==> src/rtl/fxp_iq_scaler.sv <==
// rtl/fxp_iq_scaler.sv - complex I/Q fixed-point gain with rounding/saturation, 2-stage stallable pipeline
// Build option: define FXP_IQ_ROUND_EN for round-half-up; default build truncates (floor).
module fxp_iq_scaler #(
  parameter int DATA_W = 16,
  parameter int GAIN_W = 16,
  parameter int FRAC_W = 15,
  parameter int OUT_W  = 16
) (
  input  logic                     clk,
  input  logic                     rst,
  input  logic signed [GAIN_W-1:0] gain_in,
  input  logic                     gain_load,
  input  logic                     s_valid,
  output logic                     s_ready,
  input  logic signed [DATA_W-1:0] s_i,
  input  logic signed [DATA_W-1:0] s_q,
  output logic                     m_valid,
  input  logic                     m_ready,
  output logic signed [OUT_W-1:0]  m_i,
  output logic signed [OUT_W-1:0]  m_q,
  output logic                     sat_flag,
  input  logic                     sat_clr
);

  localparam int PW = DATA_W + GAIN_W;

  // Unity gain, or the largest positive gain when FRAC_W leaves no integer bit.
  localparam logic [GAIN_W-1:0] GAIN_ONE = {{(GAIN_W-1){1'b0}}, 1'b1};
  localparam logic signed [GAIN_W-1:0] GAIN_RST =
    (FRAC_W >= GAIN_W-1) ? {1'b0, {(GAIN_W-1){1'b1}}} : (GAIN_ONE << FRAC_W);

`ifdef FXP_IQ_ROUND_EN
  localparam logic signed [PW:0] BIAS = {{PW{1'b0}}, 1'b1} << (FRAC_W-1);
`else
  localparam logic signed [PW:0] BIAS = '0;
`endif

  localparam logic signed [PW:0] OUT_MAX = {{(PW+2-OUT_W){1'b0}}, {(OUT_W-1){1'b1}}};
  localparam logic signed [PW:0] OUT_MIN = {{(PW+2-OUT_W){1'b1}}, {(OUT_W-1){1'b0}}};

  logic signed [GAIN_W-1:0] gain;
  logic                     v1;
  logic signed [PW-1:0]     p_i;
  logic signed [PW-1:0]     p_q;
  logic                     en1;
  logic                     en2;
  logic signed [OUT_W-1:0]  y_i;
  logic signed [OUT_W-1:0]  y_q;
  logic                     sat_i;
  logic                     sat_q;

  assign en2     = !m_valid || m_ready;
  assign en1     = !v1 || en2;
  assign s_ready = en1;

  // One extra bit above the product keeps the rounding bias from overflowing.
  function automatic logic [OUT_W:0] rescale(input logic signed [PW-1:0] p);
    logic signed [PW:0] r;
    logic signed [PW:0] t;
    r = (PW+1)'(p) + BIAS;
    t = r >>> FRAC_W;
    if (t > OUT_MAX) begin
      rescale = {1'b1, OUT_MAX[OUT_W-1:0]};
    end else if (t < OUT_MIN) begin
      rescale = {1'b1, OUT_MIN[OUT_W-1:0]};
    end else begin
      rescale = {1'b0, t[OUT_W-1:0]};
    end
  endfunction

  assign {sat_i, y_i} = rescale(p_i);
  assign {sat_q, y_q} = rescale(p_q);

  always_ff @(posedge clk or posedge rst) begin
    if (rst) begin
      gain     <= GAIN_RST;
      v1       <= 1'b0;
      p_i      <= '0;
      p_q      <= '0;
      m_valid  <= 1'b0;
      m_i      <= '0;
      m_q      <= '0;
      sat_flag <= 1'b0;
    end else begin
      if (gain_load) begin
        gain <= gain_in;
      end
      if (en1) begin
        v1 <= s_valid;
        if (s_valid) begin
          p_i <= PW'(s_i) * PW'(gain);
          p_q <= PW'(s_q) * PW'(gain);
        end
      end
      if (en2) begin
        m_valid <= v1;
        if (v1) begin
          m_i <= y_i;
          m_q <= y_q;
        end
      end
      // A fresh clamp on this edge overrides a simultaneous clear.
      if (en2 && v1 && (sat_i || sat_q)) begin
        sat_flag <= 1'b1;
      end else if (sat_clr) begin
        sat_flag <= 1'b0;
      end
    end
  end

endmodule
==> config.mk <==
export PLATFORM = sky130hd
export DESIGN_NAME = fxp_iq_scaler
export DESIGN_NICKNAME = d
export VERILOG_FILES = /design/src/rtl/fxp_iq_scaler.sv
export SDC_FILE = /design/constraint.sdc
export NUM_CORES = 2
export LEC_CHECK = 0
export CAP_MARGIN = 5
export CORE_ASPECT_RATIO = 1.2
export CORE_MARGIN = 8
export CORE_UTILIZATION = 70
export DETAILED_ROUTE_END_ITERATION = 7
export PLACE_DENSITY = 0.9
export SLEW_MARGIN = 5
export SYNTH_ARGS = -nofsm -noshare
export SYNTH_HDL_FRONTEND = slang
export SYNTH_SLANG_ARGS = --single-unit
==> constraint.sdc <==
create_clock -name clk -period 12.8 [get_ports clk]
set_clock_uncertainty 0.15 [all_clocks]
set_input_delay 2.56 -clock clk [delete_from_list [all_inputs] [get_ports clk]]
set_output_delay 2.56 -clock clk [all_outputs]
set_load 0.05 [all_outputs]
==> qor.txt <==
Final-stage net count: 3,124
CTS tree: done
Tmin final: 9.58 ns
Total core area: 31,400 sq um
Crit-path cells: clkdlybuf4s50_1 > nand2_1 > fa_1 > inv_1 > fa_1 > inv_1 > fa_1 > inv_1 > fa_1 > fa_1 > inv_1 > fa_1 > inv_1 > ha_1 > a21o_1 > a211oi_1 > a211oi_2 > o21a_1 > or3_1 > a211oi_1 > o31ai_1
Period Utilization, post-route: 74.9%
CTS resizes: 0
Crit path DAT: 9.62 ns
CTS Buf Count: 9
Share of layout cells above drive strength 1: 2.67%
Row count: 71
Normalized max-slew margin: 19.4%
Seq. cell area: 2150 sq um
Cell mode on critical path: fa_1
Max Clk Rate: 104 MHz
Setup Crit Path Kind: in2reg
Flops & latches, synth: 85
Max Cap Viol: 0
CP Buf/Inv Count: 6
Worst hold-check path type: reg2reg
Post-synth ARST share: 100%
Max FO, Critical Path: 16
Reg2reg end: p_q[29]
Post-synth top area cell: fa_1
First-pass GRT wire length: 94.0 mm
Gpl congestion: 0.906
Critical-path top delay cell: a211oi_1
Final setup viols: 0
Hold Crit Depth: 2
Initial Util: 71.0%
Area of the multi-input gates: 17,600 sq um
Area fraction of the dominant cell type after synthesis: 46.9%
Sink Count: 85
HPWL Detailed: 42.3 mm
Final slew viol count: 0
Clk buf depth: 2
RSZ-0062 raised after global routing: no
Req. time, crit path: 12.84 ns
Largest net degree at the start of global routing: 86
Vias after detailed routing: 16.6k
DRT Pass-1 Iters: 5
Post-synthesis sequential area ratio: 9.63%
Die area: 37,800 sq um
GR Overflow Total: 0
Clock-pin slew on the worst setup and hold paths: 0.07 ns
PortBufs: 88
CP delay by family, top: adder cells
Final count of hold timing violations: 0
Critical Path Max Stage Delay: 0.89 ns
DR DRC count: 0
Clock Latency Late Sink: 0.35 ns
DIE WIDTH: 179 microns
Syn Nets: 3,125
Ys flop type: dfrtp_1
Critical path endpoint category: register
Stages on worst setup path: 21
Number of global-route vias before repair: 19.2k
Initial antenna violation count: 2
DR iter-0 viols: 1,169
IO Count: 89
CTS Root Cell: clkbuf_16
Status: finished clean
WL/cell: 19.7 microns
DIE HEIGHT: 211 microns
Postcts setup bufs: 0
Worst-margin pin slew: 1.20 ns
Min-Delay Endpoint: m_i[1]
Startpoint Class: primary input
Hold_sp: m_i[1]
Total track usage: 31.5%
# fillers: 1,942
Reg2reg path depth: 19
Mean post-synth cell area: 9.31 sq um
DRT Wirelength: 55.2 mm
Vias per cell: 5.92
R2r startpoint: gain[15]
Cells after synthesis: 2,391
Largest cells by area after synthesis: fa_1 (47%), inv_1 (9.7%), ha_1 (8.9%)
Post-Synthesis Cell Area: 22,300 sq um
Netlist cell types: 59
Area grow syn2layout: 6.06%
H-tree depth: 3
Antenna viol nets, final: 0
Number of synthesized flops with an enable pin: 0
TNS Setup: 0 ns
CTS Hold Bufs: 0
R2r setup slk: 5.01 ns
YS warnings: 0
## state kept, by name, summed over array words and instances (netlist names)
name,cells
p_i,17
p_q,17
sat_flag,1
m_valid,1
gain,16
m_i,16
m_q,16
v1,1
## worst max path at each step
stage | endpoint | slack, ns | startpoint
floorplan | p_q[31] | 4.26 | s_q[15]
global placement | p_q[31] | 3.22 | s_q[7]
detailed placement | p_q[29] | 3.13 | s_q[15]
CTS | p_q[29] | 3.41 | s_q[15]
global route | p_i[27] | 2.96 | s_i[15]
finish | p_q[29] | 3.22 | s_q[7]
## placed cells by master, fill, tap and decap left out, drive strengths merged, types with 4 or more instances in the layout
cell type,netlist,final
a21oi,24,24
a21o,16,16
o21bai,4,4
nand3,9,9
and3,4,4
a31o,4,4
nand2b,13,13
o211ai,4,4
ha,158,158
o31ai,6,6
dfstp,15,15
dfrtp,70,70
clkdlybuf4s50,0,88
nand4,7,7
or3,5,5
xnor2,33,33
fa,522,522
nor2,33,33
clkbuf,101,9
o21ai,95,95
and2,248,248
inv,573,576
mux2,17,17
a211oi,12,12
xor2,8,8
nor2b,4,4
nand2,356,356
nor3,5,5
a31oi,7,7
## routing by layer
| layer | part of all wire, % | GRT usage (%) |
|---|---|---|
| met1 | 36 | 38.3 |
| met2 | 50 | 52.4 |
| met3 | 9.3 | 7.20 |
| met4 | 4.9 | 14.9 |
| met5 | 0.022 | 0 |
## per-stage QoR
step | utilization (%) | hold WS (ns) | instances | worst slack (ns) | area (sq um)
2_1_floorplan | - | 0.283 | 2391 | 4.26 | 22300
4_1_cts | 75.3 | 0.340 | 2796 | 3.41 | 23600
5_1_grt | 75.3 | 0.371 | 2796 | 2.96 | 23600
6_report | 75.3 | 0.336 | 2797 | 3.22 | 23600
3_3_place_gp | 74.3 | 0.310 | 2780 | 3.22 | 23300
3_5_place_dp | 74.3 | 0.320 | 2780 | 3.13 | 23300
## final cells by class
cell class | instances | share of cell area [%]
clock inverters | 7 | 0.434
clock buffers | 9 | 0.953
diodes | 1 | 0.0106
repair buffers | 90 | 3.79
multi-input cells | 1630 | 74.5
inverters | 574 | 9.13
well taps | 401 | 2.12
flip-flops and latches | 85 | 9.08
## logic make-up (layout without fill, tap and decap cells)
| family | after synthesis | after routing | share of synthesized area, % |
|---|---|---|---|
| compound gates | 195 | 195 | 5.47 |
| other cells | 0 | 1 | 0 |
| xor+xnor | 41 | 41 | 1.61 |
| fa+ha+maj | 680 | 680 | 55.8 |
| buf+inv | 676 | 680 | 11.4 |
| simple gates | 697 | 697 | 15.2 |
| flops | 85 | 85 | 9.63 |
| mux | 17 | 17 | 0.860 |
## cells in the mapped netlist, types with 5 or more instances
cell type,count
fa_1,522
mux2_2,17
nor2_1,33
nand4_1,7
nand2b_1,13
dfstp_2,15
a31oi_1,7
clkbuf_1,101
nand3_1,9
ha_1,158
o31ai_1,5
o21ai_0,94
a211oi_1,11
xnor2_1,33
nand2_1,356
a21oi_1,23
and2_1,247
a21o_1,16
xor2_1,8
or3_1,5
inv_1,573
dfrtp_1,70
## worst min-delay path, cell delays in order, from the launching register on
cell     delay, ns
dfrtp_1       0.35
nand2_1       0.04
o21ai_0       0.06
Power is not shown: default switching activity piles up to over one toggle a cycle in this logic, so the estimate is an artifact.
